===== src/rtl/stack_ctrl.sv =====
// Stack sequencer: turns PUSH/POP/PEEK requests into pointer inc/dec strobes and
// single-port RAM cycles for a stack whose pointer addresses the next free slot.
module stack_ctrl #(
  parameter int ADDR_W = 10,
  parameter int DATA_W = 16
) (
  input  logic              clk,
  input  logic              rst_n,
  input  logic              req,
  input  logic [1:0]        op,
  input  logic [DATA_W-1:0] push_data,
  output logic              busy,
  output logic              ack,
  output logic              err,
  output logic [DATA_W-1:0] pop_data,
  output logic              empty,
  output logic              full,
  input  logic [ADDR_W-1:0] sp_val,
  output logic              sp_inc,
  output logic              sp_dec,
  output logic [ADDR_W-1:0] mem_addr,
  output logic              mem_we,
  output logic              mem_re,
  output logic [DATA_W-1:0] mem_wdata,
  input  logic [DATA_W-1:0] mem_rdata
);

  // state   | meaning
  // IDLE    | waiting for req; only state where req is sampled
  // PUSH_WR | write latched data at sp_val, decrement pointer
  // POP_INC | increment pointer so RD sees the occupied slot
  // RD      | issue RAM read (POP: sp_val, PEEK: sp_val+1)
  // CAP     | capture RAM read data into pop_data
  // DONE    | one-cycle ack, err qualifies it
  typedef enum logic [2:0] {
    IDLE    = 3'd0,
    PUSH_WR = 3'd1,
    POP_INC = 3'd2,
    RD      = 3'd3,
    CAP     = 3'd4,
    DONE    = 3'd5
  } state_t;

  localparam logic [1:0] OP_NOP  = 2'b00;
  localparam logic [1:0] OP_PUSH = 2'b01;
  localparam logic [1:0] OP_POP  = 2'b10;
  localparam logic [1:0] OP_PEEK = 2'b11;

  state_t            state, state_nx;
  logic [1:0]        op_q;
  logic [DATA_W-1:0] data_q;
  logic              err_q;
  logic              err_d;

  assign empty = (sp_val == {ADDR_W{1'b1}});
  assign full  = (sp_val == '0);

  always_comb begin
    err_d = 1'b0;
    case (op)
      OP_PUSH: err_d = full;
      OP_POP,
      OP_PEEK: err_d = empty;
      default: err_d = 1'b0;
    endcase
  end

  always_ff @(posedge clk or negedge rst_n) begin
    if (!rst_n) begin
      state    <= IDLE;
      op_q     <= OP_NOP;
      data_q   <= '0;
      err_q    <= 1'b0;
      pop_data <= '0;
    end else begin
      state <= state_nx;
      if (state == IDLE && req) begin
        op_q   <= op;
        data_q <= push_data;
        err_q  <= err_d;
      end
      if (state == CAP) pop_data <= mem_rdata;
    end
  end

  // Outputs are decoded from state so an async reset drops every strobe at once.
  always_comb begin
    state_nx  = state;
    busy      = 1'b1;
    ack       = 1'b0;
    err       = 1'b0;
    sp_inc    = 1'b0;
    sp_dec    = 1'b0;
    mem_addr  = '0;
    mem_we    = 1'b0;
    mem_re    = 1'b0;
    mem_wdata = '0;
    case (state)
      IDLE: begin
        busy = 1'b0;
        if (req) begin
          if (err_d || op == OP_NOP) state_nx = DONE;
          else if (op == OP_PUSH)    state_nx = PUSH_WR;
          else if (op == OP_POP)     state_nx = POP_INC;
          else                       state_nx = RD;
        end
      end
      PUSH_WR: begin
        mem_addr  = sp_val;
        mem_we    = 1'b1;
        mem_wdata = data_q;
        sp_dec    = 1'b1;
        state_nx  = DONE;
      end
      POP_INC: begin
        sp_inc   = 1'b1;
        state_nx = RD;
      end
      RD: begin
        mem_re   = 1'b1;
        mem_addr = (op_q == OP_PEEK) ? sp_val + ADDR_W'(1) : sp_val;
        state_nx = CAP;
      end
      CAP: state_nx = DONE;
      DONE: begin
        ack      = 1'b1;
        err      = err_q;
        state_nx = IDLE;
      end
      default: state_nx = IDLE;
    endcase
  end

endmodule


===== config.mk =====
export PLATFORM = sky130hd
export DESIGN_NAME = stack_ctrl
export DESIGN_NICKNAME = d
export VERILOG_FILES = /design/src/rtl/stack_ctrl.sv
export SDC_FILE = /design/constraint.sdc
export NUM_CORES = 1
export LEC_CHECK = 0
export CORE_MARGIN = 1.5
export CORE_UTILIZATION = 43
export DETAILED_ROUTE_END_ITERATION = 16
export PLACE_DENSITY = 0.91
export SYNTH_ARGS = -nofsm -noshare
export SYNTH_HDL_FRONTEND = slang
export SYNTH_SLANG_ARGS = --single-unit

===== constraint.sdc =====
create_clock -name clk -period 3.2 [get_ports clk]
set_input_delay 0.64 -clock clk [delete_from_list [all_inputs] [get_ports clk]]
set_output_delay 0.64 -clock clk [all_outputs]
set_load 0.02 [all_outputs]

==> results of run 1 <==
[registers in the layout, indices dropped and copies added (netlist names)]
signal	count
pop_data	16
state	3
err_q	1
op_q	2
data_q	16
[layer usage]
layer  vias to the layer above  track usage (%)
li1                        857                -
met1                       848             25.2
met2                        79             36.9
met3                         8             5.34
met4                         0             5.34
met5                         -                0
[synthesized netlist by cell type (all sizes together) (5+ instances only)]
| master | count | area [um2] |
|---|---|---|
| nand2 | 5 | 18.8 |
| o21ai | 7 | 35.0 |
| nor2 | 11 | 41.3 |
| nor3 | 6 | 30.0 |
| dfrtp | 38 | 951 |
| inv | 10 | 37.5 |
| a21oi | 5 | 25.0 |
| mux2 | 33 | 372 |
| buf | 7 | 40.0 |
| xnor2 | 5 | 43.8 |
| and3 | 16 | 100 |
| or3 | 5 | 37.5 |
[final cells by class]
type | instances | area, um2 | area share [%]
clock buffers | 7 | 76.3 | 2.39
clock inverters | 1 | 30.0 | 0.941
inverters | 10 | 37.5 | 1.18
multi-input cells | 120 | 921 | 28.9
flip-flops and latches | 38 | 951 | 29.8
well taps | 52 | 65.1 | 2.04
repair buffers | 117 | 1110 | 34.8
[per-stage QoR]
step / setup TNS, ps / instance area (um2) / total power [mW]
2_1_floorplan: 0 / 1960 / 1.68
3_3_place_gp: -293 / 3080 / 2.31
3_5_place_dp: -510 / 3080 / 2.35
4_1_cts: 0 / 3180 / 2.73
5_1_grt: 0 / 3190 / 2.86
6_report: 0 / 3190 / 2.69
[layout by cell type, fill, tap and decap left out, drive strengths merged, types with 4 or more instances in the layout]
cell type	instances
mux2	33
inv	10
and3	16
dlygate4sd2	4
clkbuf	8
nor3	6
xnor2	5
o21ai	7
buf	21
or3	5
nand2	5
dfrtp	38
clkdlybuf4s50	89
a21oi	5
nor2	11
[logic make-up after synthesis]
group,count (synthesis)
simple gates,61
flops,38
mux,34
buf+inv,20
compound gates,16
xor+xnor,6
fa+ha+maj,3
[what timing repair did]
item | in CTS | in global routing
setup buffers | 0 | 1
pin swaps | 0 | 1
hold endpoints to repair | 0 | 0
endpoints found under the setup margin | 5 | 4
resized for setup | 5 | 4
[power by group through the flow]
stage / registers (mW) / clock network, mW / logic (mW)
after global routing: 0.892 / 0.415 / 1.55
after global placement: 0.850 / 0 / 1.46
after detailed placement: 0.866 / 0 / 1.48
final: 0.855 / 0.385 / 1.45
after CTS: 0.856 / 0.399 / 1.47
after floorplan: 0.945 / 0 / 0.733
[critical path, delay by kind of cell]
kind | cells | cell delay [ps]
buf+inv | 3 | 1180
simple gates | 2 | 490
fa+ha+maj | 1 | 180
[path summary, 6_finish.rpt]
| path | end | from | slack (ps) |
|---|---|---|---|
| max | empty | sp_val[0] | 60 |
| min reg2reg | data_q[10]$_DFFE_PN0P_ | data_q[10]$_DFFE_PN0P_ | 500 |
| min in group clk | data_q[10]$_DFFE_PN0P_ | data_q[10]$_DFFE_PN0P_ | 500 |
| min | state[1]$_DFFE_PN0P_ | rst_n | 460 |
| max in group asynchronous | data_q[14]$_DFFE_PN0P_ | rst_n | 2220 |
| max reg2reg | data_q[9]$_DFFE_PN0P_ | state[1]$_DFFE_PN0P_ | 1240 |
==> impl_metrics.csv, run 1 <==
group,metric,value,unit
yosys,synth_cells,178,
cells_and_area,num-fill-cells,340,
min_path,min_path_type,"input pin to async pin",
worst_setup_path,worstSetupPathType,"input pin to output port",
worst_setup_path,critical_path_required,2560,ps
clock_tree,clock_insertion_delay_worst_skew,280,ps
power,worst_ir_drop_vdd,0.000648,V
routing,routedLengthMet1,2010,um
yosys,postSynthRegisterBits,38,
worst_setup_path,timing.critical_path.slowest_stage_cell,"sky130_fd_sc_hd__clkdlybuf4s50_1",
worst_setup_path,cp.arrival,2500,ps
cells_and_area,insertedDiodeCount,0,
power,power.clock.fraction,14.3,%
worst_setup_path,path_common_cell,"sky130_fd_sc_hd__clkdlybuf4s50_1",
grt,grt_max_degree,39,
worst_setup_path,slowest_delay,600,ps
cells_and_area,post-route-util,72.8,%
worst_setup_path,r2r_cells,5,
power,internal_power,1.73,mW
routing,totalWireLength,4920,um
routing,route.detailed.drc,0,
clock_tree,tritoncts.num_buffers,5,
routing,average_wire_per_cell_in_the_routed_design,14.3,um
worst_setup_path,critical_path.cell_chain,"clkdlybuf4s50_1, ha_1, nand4_1, or3_4, inv_1, clkdlybuf4s50_1",
yosys,post_synth.cell_area_avg,11.0,um2
clock_tree,ctsRootBufferMaster,"sky130_fd_sc_hd__clkbuf_8",
worst_setup_path,worst_setup_sp_type,"input pin",
timing,finalHoldViolations,0,
timing,worst-slew-pin-transition,834,ps
die,fp.dieArea,0.00497,mm2
yosys,xor_xnor_cell_area_share_of_the_yosys_netlist,2.68,%
yosys,mappedNetlistNets,227,
grt,grt_use_total,20.8,%
routing,drtPass1Iterations,4,
cells_and_area,syn_to_final_growth,62.8,%
placed_design,dpl.cell_count,336,
die,floorplan.io_pins,98,
power,power.net_switching,961,uW
die,design.core.area,0.00438,mm2
power,netSwitchingFraction,35.7,%
yosys,synth.yosys.seq_area_share,48.5,%
placed_design,routabilityCongestion,0.866,
yosys,post_synth_instance_area,0.00196,mm2
die,placement_rows,24,
timing,slew_headroom,44.4,%
timing,worst_clock_skew_on_the_final_layout,2.40,ps
die,floorplan.die.width,70.5,um
cells_and_area,finalNetCount,341,
yosys,combinational_family_with_the_most_area_after_synthesis,"multiplexers",
power,pwr-share-comb,53.9,%
timing,fin_worst_hold_slack,461,ps
die,initial_core_utilization,44.7,%
clock_tree,postCtsHoldBufs,0,
worst_setup_path,timing.critical_path.to_type,"output port",
routing,drt-initial-drc-count,115,
die,floorplan.die.height,70.5,um
clock_tree,h-tree-depth,2,
timing,finalSetupViolCount,0,
clock_tree,tritoncts,"built",
routing,vias_per_cell,5.19,
timing,fmax,0.319,GHz
power,portion_of_total_power_attributed_to_sequential_cells,31.8,%
clock_tree,tritoncts_num_sinks,38,
cells_and_area,layout.cells.non_filler,345,
cells_and_area,drive_above_1_share,23.2,%
yosys,synth_cell_type_count,37,
grt,globalRouteOverflowTotal,0,
yosys,area_share_of_and_or_nand_nor_cells_after_synthesis,18.4,%
placed_design,dp_hpwl,3890,um
routing,route.top_layer_used,"met4",
clock_tree,cts.reportedPaths.clkPinSlew,70,ps
yosys,ys.flop_type,"sky130_fd_sc_hd__dfrtp_1",
placed_design,preCtsSetupSlack,-190,ps
yosys,synth.mux.area_fraction,19.5,%
routing,route.met2.wl,2480,um
yosys,post_synth_fa_ha_maj_area_fraction,1.79,%
routing,route.vias.total,1792,
run,cap_viol_max_count,0,
timing,timing.final.ws_setup,64.6,ps
yosys,synth_enable_flop_cells,0,
timing,max_slew_violation_count,0,
grt,vias_in_the_first_global_route,1841,
yosys,synth-warning-count,0,
timing,fin_crit_sh,98.0,%
clock_tree,max-clock-path-buffers,2,
yosys,proportion_of_synthesized_flip_flops_having_asynchronous_set_or_reset,100,%
grt,global_route_wire_length_before_repair,8250,um
status,run_status,"finished, final reports clean",
routing,drtAntennaViolNets,0,
placed_design,number_of_buffer_cells_added_on_primary_ports,97,
power,power_density,842,mW/mm2
power,p_leak,1.42,nW
yosys,synth_compound_gate_area_share,4.66,%
timing,final_period_minus_worst_setup_slack,3140,ps
routing,route.met3.wl,364,um
worst_setup_path,cp_max_fo,3,
grt,antenna_found_initial,0,
timing,grt_setup_unrepaired,"false",
(Power assumes the default switching activity.)
==> run 2: changes to the inputs <==
--- a/config.mk
+++ b/config.mk
@@ -8,6 +8,7 @@
 export CORE_MARGIN = 1.5
 export CORE_UTILIZATION = 43
 export DETAILED_ROUTE_END_ITERATION = 16
+export GPL_TIMING_DRIVEN = 0
 export PLACE_DENSITY = 0.91
 export SYNTH_ARGS = -nofsm -noshare
 export SYNTH_HDL_FRONTEND = slang
==> run 2 against run 1 <==
  * Flip-flop and latch count stayed put
  * Via count shrank 3.1%
  * Setup slack improved by 19 ps
  * Critical path type unchanged
  * Die area stayed put
  * Register-to-register slack better by 80 ps
  * Clock power grew 4%
  * Power is 1.6% higher
  * Largest power group unchanged
  * Wire length up 0.47%
==> impl_metrics.csv, run 2 (synthesis results as in run 1) <==
group,metric,value,unit
power,power_density,869,mW/mm2
worst_setup_path,slowest_delay,590,ps
worst_setup_path,cp_max_fo,5,
cells_and_area,syn_to_final_growth,60.2,%
grt,vias_in_the_first_global_route,1856,
worst_setup_path,timing.critical_path.slowest_stage_cell,"sky130_fd_sc_hd__clkdlybuf4s50_1",
routing,drt-initial-drc-count,98,
cells_and_area,finalNetCount,332,
power,p_leak,1.40,nW
timing,worst_clock_skew_on_the_final_layout,3.50,ps
worst_setup_path,timing.critical_path.to_type,"output port",
cells_and_area,drive_above_1_share,21.6,%
timing,fmax,0.321,GHz
routing,totalWireLength,4950,um
timing,finalSetupViolCount,0,
cells_and_area,layout.cells.most_common,"sky130_fd_sc_hd__clkdlybuf4s50_1",
timing,finalHoldViolations,0,
cells_and_area,mostFrequentLayoutCells,"84 x sky130_fd_sc_hd__clkdlybuf4s50_1, 38 x sky130_fd_sc_hd__dfrtp_1, 33 x sky130_fd_sc_hd__mux2_2, 16 x sky130_fd_sc_hd__and3_1, 11 x sky130_fd_sc_hd__nor2_1",
clock_tree,tritoncts.num_buffers,5,
die,design.core.area,0.00438,mm2
grt,antenna_found_initial,0,
worst_setup_path,worstSetupPathType,"input pin to output port",
min_path,min_path_type,"input pin to async pin",
timing,grt_setup_unrepaired,"false",
cells_and_area,reg_top3,"data_q x16, pop_data x16, state x3",
worst_setup_path,cp_num_buf_inv,2,
placed_design,dp_hpwl,3840,um
routing,average_wire_per_cell_in_the_routed_design,14.8,um
cells_and_area,insertedDiodeCount,0,
timing,final_period_minus_worst_setup_slack,3120,ps
clock_tree,postCtsHoldBufs,0,
placed_design,routabilityCongestion,0.901,
worst_setup_path,critical_path.cell_chain,"clkdlybuf4s50_1, nand4_2, or2_2, or3_1, a21oi_1, clkdlybuf4s15_2",
grt,global_route_wire_length_before_repair,8300,um
worst_setup_path,cp.arrival,2480,ps
clock_tree,ctsRootBufferMaster,"sky130_fd_sc_hd__clkbuf_8",
worst_setup_path,worst_path_dominant_cell_family,"buffers and inverters",
clock_tree,max-clock-path-buffers,2,
placed_design,number_of_buffer_cells_added_on_primary_ports,97,
routing,drtPass1Iterations,4,
timing,timing.final.ws_setup,83.5,ps
cells_and_area,num-fill-cells,343,
routing,drtAntennaViolNets,0,
clock_tree,tritoncts,"built",
status,run_status,"finished, final reports clean",
die,placement_rows,24,
die,initial_core_utilization,44.7,%
grt,globalRouteOverflowTotal,0,
worst_setup_path,critical_path_required,2560,ps
power,total_power,2.73,mW
routing,vias_per_cell,5.19,
die,floorplan.die.width,70.5,um
routing,route.vias.total,1737,
worst_setup_path,worst_setup_sp_type,"input pin",
die,floorplan.die.height,70.5,um
clock_tree,cts.reportedPaths.clkPinSlew,70,ps
die,fp.dieArea,0.00497,mm2
die,floorplan.io_pins,98,
clock_tree,h-tree-depth,2,
grt,grt_max_degree,39,
placed_design,preCtsSetupSlack,-346,ps
timing,fin_worst_hold_slack,449,ps
timing,slew_headroom,46.0,%
routing,route.detailed.drc,0,
clock_tree,clock_insertion_delay_worst_skew,280,ps
timing,fin_crit_sh,97.4,%
grt,grt_use_total,20.6,%
power,worst_ir_drop_vdd,0.000628,V
timing,max_slew_violation_count,0,
clock_tree,tritoncts_num_sinks,38,
timing,worst-slew-pin-transition,809,ps
run,cap_viol_max_count,0,
timing,setup-tns-final,0,ps
## run 2: cell types whose count changed in the layout (fill, tap and decap cells not counted), moves of 2 or more
cell and change:
sky130_fd_sc_hd__buf_2 +5, sky130_fd_sc_hd__clkdlybuf4s15_2 +2, sky130_fd_sc_hd__clkdlybuf4s50_1 -5, sky130_fd_sc_hd__buf_4 -17, sky130_fd_sc_hd__dlymetal6s2s_1 +5
## run 2: path summary, 6_finish.rpt
| kind | startpoint | to | slack [ps] | depth (start not counted) |
|---|---|---|---|---|
| max | sp_val[5] | mem_addr[9] | 80 | 6 |
| min | rst_n | data_q[0]$_DFFE_PN0P_ | 450 | 1 |
| max reg2reg | state[1]$_DFFE_PN0P_ | pop_data[10]$_DFFE_PN0N_ | 1320 | 4 |
| min reg2reg | data_q[4]$_DFFE_PN0P_ | data_q[4]$_DFFE_PN0P_ | 500 | 1 |
| max in group asynchronous | rst_n | pop_data[14]$_DFFE_PN0N_ | 2240 | 1 |
| min in group clk | data_q[4]$_DFFE_PN0P_ | data_q[4]$_DFFE_PN0P_ | 500 | 1 |
## run 2: metrics by stage
step,std cells,util [%],cell area [um2]
3_5_place_dp,327,68.2,2990
5_1_grt,335,71.7,3140
3_3_place_gp,327,68.4,3000
4_1_cts,334,70.9,3110
6_report,335,71.7,3140
2_1_floorplan,178,-,1960
## run 2: repair_timing
action	4_1_cts	5_1_grt
setup buffers	0	1
pin swaps	0	1
gates resized for setup	11	8
endpoints found under the setup margin	5	6
## run 2: where the power goes
| part | switching (mW) | internal, mW | leakage (nW) |
|---|---|---|---|
| Combinational | 0.719 | 0.783 | 0.893 |
| Clock | 0.153 | 0.249 | 0.0573 |
| Sequential | 0.109 | 0.718 | 0.453 |
## run 2: cell type report
cell class	instances	area (um2)	share of cell area, %
flip-flops and latches	38	951	30.3
multi-input cells	120	935	29.7
well taps	52	65.1	2.07
plain buffers	10	51.3	1.63
inverters	10	37.5	1.19
repair buffers	98	990	31.5
clock buffers	6	82.6	2.63
clock inverters	1	30.0	0.956
## run 2: metal layers
metal  routed length [um]  track usage (%)
met1                 1970             23.9
met2                 2540             35.5
met3                  349             6.49
met4                   90             7.48
met5                    0                0
## run 2: worst reg2reg max path, cell delays in order (launching register included)
cell and delay [ps]:
sky130_fd_sc_hd__dfrtp_1 360, sky130_fd_sc_hd__buf_4 170, sky130_fd_sc_hd__nor3b_2 530, sky130_fd_sc_hd__buf_2 350, sky130_fd_sc_hd__mux2_2 370
==> run 3: changes to the inputs <==
--- a/config.mk
+++ b/config.mk
@@ -10,6 +10,7 @@
 export DETAILED_ROUTE_END_ITERATION = 16
 export GPL_TIMING_DRIVEN = 0
 export PLACE_DENSITY = 0.91
+export REMOVE_ABC_BUFFERS = 1
 export SYNTH_ARGS = -nofsm -noshare
 export SYNTH_HDL_FRONTEND = slang
 export SYNTH_SLANG_ARGS = --single-unit
==> run 3 against run 2 <==
  * Flip-flop and latch count unchanged
  * Clock skew is 2.1 ps lower
  * First-iteration DRC count decreased by 11%
  * Hold slack better by 4.4 ps
  * Critical path depth unchanged
  * Clock power down 21%
  * Power decreased by 5.0%
  * Wire length is 3.6% lower
  * Final cell count decreased by 3.3%
  * Via count shrank 3.0%
  * Utilization down 2.0 points
  * Cell area down 2.8%
==> impl_metrics.csv, run 3 (synthesis results as in run 1) <==
group,metric,value,unit
grt,globalRouteOverflowTotal,0,
cells_and_area,finalNetCount,322,
routing,totalWireLength,4770,um
routing,drt-initial-drc-count,87,
routing,average_wire_per_cell_in_the_routed_design,14.7,um
timing,worst-slew-pin-transition,1130,ps
cells_and_area,reg_top3,"data_q x16, pop_data x16, state x3",
routing,route.detailed.drc,0,
cells_and_area,insertedDiodeCount,0,
status,run_status,"finished, final reports clean",
worst_setup_path,cp-startpoint,"sp_val[4]",
timing,slew_headroom,24.4,%
cells_and_area,mostFrequentLayoutCells,"87 x sky130_fd_sc_hd__clkdlybuf4s50_1, 38 x sky130_fd_sc_hd__dfrtp_1, 33 x sky130_fd_sc_hd__mux2_2, 16 x sky130_fd_sc_hd__and3_1, 11 x sky130_fd_sc_hd__nor2_1",
clock_tree,tritoncts_num_sinks,38,
die,floorplan.die.height,70.5,um
run,cap_viol_max_count,0,
grt,grt_max_degree,39,
clock_tree,ctsRootBufferMaster,"sky130_fd_sc_hd__clkbuf_8",
power,power_density,850,mW/mm2
min_path,min_path_type,"input pin to async pin",
cells_and_area,num-fill-cells,344,
power,internal_power,1.64,mW
die,floorplan.io_pins,98,
placed_design,number_of_buffer_cells_added_on_primary_ports,97,
die,initial_core_utilization,44.7,%
timing,fin_crit_sh,98.0,%
timing,finalSetupViolCount,0,
clock_tree,h-tree-depth,2,
placed_design,dp_hpwl,3500,um
placed_design,routabilityCongestion,0.890,
power,portion_of_total_power_attributed_to_sequential_cells,33.1,%
power,power.clock.fraction,12.3,%
die,fp.dieArea,0.00497,mm2
timing,worst_clock_skew_on_the_final_layout,1.39,ps
timing,max_slew_violation_count,0,
worst_setup_path,cp.arrival,2500,ps
worst_setup_path,timing.critical_path.to_type,"output port",
routing,drtPass1Iterations,4,
timing,final_period_minus_worst_setup_slack,3140,ps
die,floorplan.die.width,70.5,um
die,design.core.area,0.00438,mm2
cells_and_area,fin_area,0.00305,mm2
clock_tree,postCtsHoldBufs,0,
timing,fmax,0.319,GHz
worst_setup_path,worstSetupPathType,"input pin to output port",
power,netSwitchingFraction,36.8,%
clock_tree,clock_insertion_delay_worst_skew,280,ps
clock_tree,tritoncts.num_buffers,5,
worst_setup_path,critical_path_required,2560,ps
cells_and_area,layout.cells.most_common,"sky130_fd_sc_hd__clkdlybuf4s50_1",
cells_and_area,drive_above_1_share,19.5,%
grt,antenna_found_initial,0,
worst_setup_path,rrSetupSlack,1120,ps
cells_and_area,syn_to_final_growth,55.8,%
worst_setup_path,r2r_cells,3,
clock_tree,tritoncts,"built",
power,pwr-share-comb,54.7,%
worst_setup_path,worst_setup_sp_type,"input pin",
clock_tree,max-clock-path-buffers,2,
power,power.net_switching,956,uW
die,placement_rows,24,
power,p_leak,1.34,nW
routing,route.vias.total,1685,
power,total_power,2.60,mW
grt,grt_use_total,19.5,%
routing,drtAntennaViolNets,0,
timing,finalHoldViolations,0,
worst_setup_path,cp_max_fo,7,
power,worst_ir_drop_vdd,0.000386,V
grt,global_route_wire_length_before_repair,7730,um
worst_setup_path,reg2reg_to,"data_q[14]$_DFFE_PN0P_",
timing,fin_worst_hold_slack,453,ps
placed_design,detailed_place.area,0.00294,mm2
clock_tree,cts.reportedPaths.clkPinSlew,70,ps
routing,vias_per_cell,5.20,
worst_setup_path,worst_r2r_startpoint,"state[1]$_DFFE_PN0P_",
grt,vias_in_the_first_global_route,1639,
## run 3: changes by cell type in the layout (fill, tap and decap cells not counted), moves of 2 or more
cell / change
sky130_fd_sc_hd__buf_2: -5
sky130_fd_sc_hd__dlymetal6s2s_1: -2
sky130_fd_sc_hd__clkdlybuf4s50_1: +3
sky130_fd_sc_hd__clkbuf_1: -3
sky130_fd_sc_hd__buf_4: -2
## run 3: final cells by class
type / count / area [um2] / share of cell area (%)
clock buffers: 6 / 82.6 / 2.70
inverters: 10 / 37.5 / 1.23
multi-input cells: 120 / 932 / 30.5
flip-flops and latches: 38 / 951 / 31.1
well taps: 52 / 65.1 / 2.13
repair buffers: 98 / 986 / 32.3
## run 3: worst max path at each step
stage | to | slack, ps | cells after the start
2_1_floorplan | mem_addr[9] | 740 | 4
3_3_place_gp | mem_addr[9] | -400 | 6
3_5_place_dp | mem_addr[9] | -380 | 6
4_1_cts | empty | 4 | 6
5_1_grt | mem_addr[4] | -20 | 6
6_report | mem_addr[9] | 60 | 6
## run 3: critical path: stages
cell	delay, ps
sky130_fd_sc_hd__clkdlybuf4s50_1	620
sky130_fd_sc_hd__nand4_2	180
sky130_fd_sc_hd__or2_2	310
sky130_fd_sc_hd__or3_1	310
sky130_fd_sc_hd__a21oi_1	150
sky130_fd_sc_hd__clkdlybuf4s15_2	290
## run 3: per-layer routing
layer  vias up  GRT usage (%)  routed length (um)
met3         5           4.04                 303
met4         0           6.41                  57
met2        61           33.0                2370
li1        807              -                   -
met5         -              0                   0
met1       812           25.0                2040
## run 3: through the flow
stage | utilization [%] | setup TNS [ps] | setup WS [ps] | instances
after floorplan | - | 0 | 742 | 168
final | 69.7 | 0 | 63.4 | 324
after detailed placement | 67.1 | -951 | -379 | 317
after global placement | 67.2 | -896 | -396 | 317
after CTS | 69.1 | 0 | 3.77 | 323
after global routing | 69.7 | -31.6 | -20.2 | 324
## run 3: power groups by stage
stage / sequential [mW] / combinational [mW] / clock, mW
2_1_floorplan: 0.970 / 0.668 / 0
3_3_place_gp: 0.847 / 1.42 / 0
3_5_place_dp: 0.870 / 1.44 / 0
4_1_cts: 0.860 / 1.44 / 0.331
5_1_grt: 0.897 / 1.51 / 0.350
6_report: 0.858 / 1.42 / 0.318
## run 3: timing repair
| item | 4_1_cts | 5_1_grt |
|---|---|---|
| cloned | 0 | 0 |
| setup endpoints to repair | 7 | 7 |
| pin swaps | 0 | 1 |
| buffers inserted | 0 | 1 |
| resized for setup | 10 | 6 |
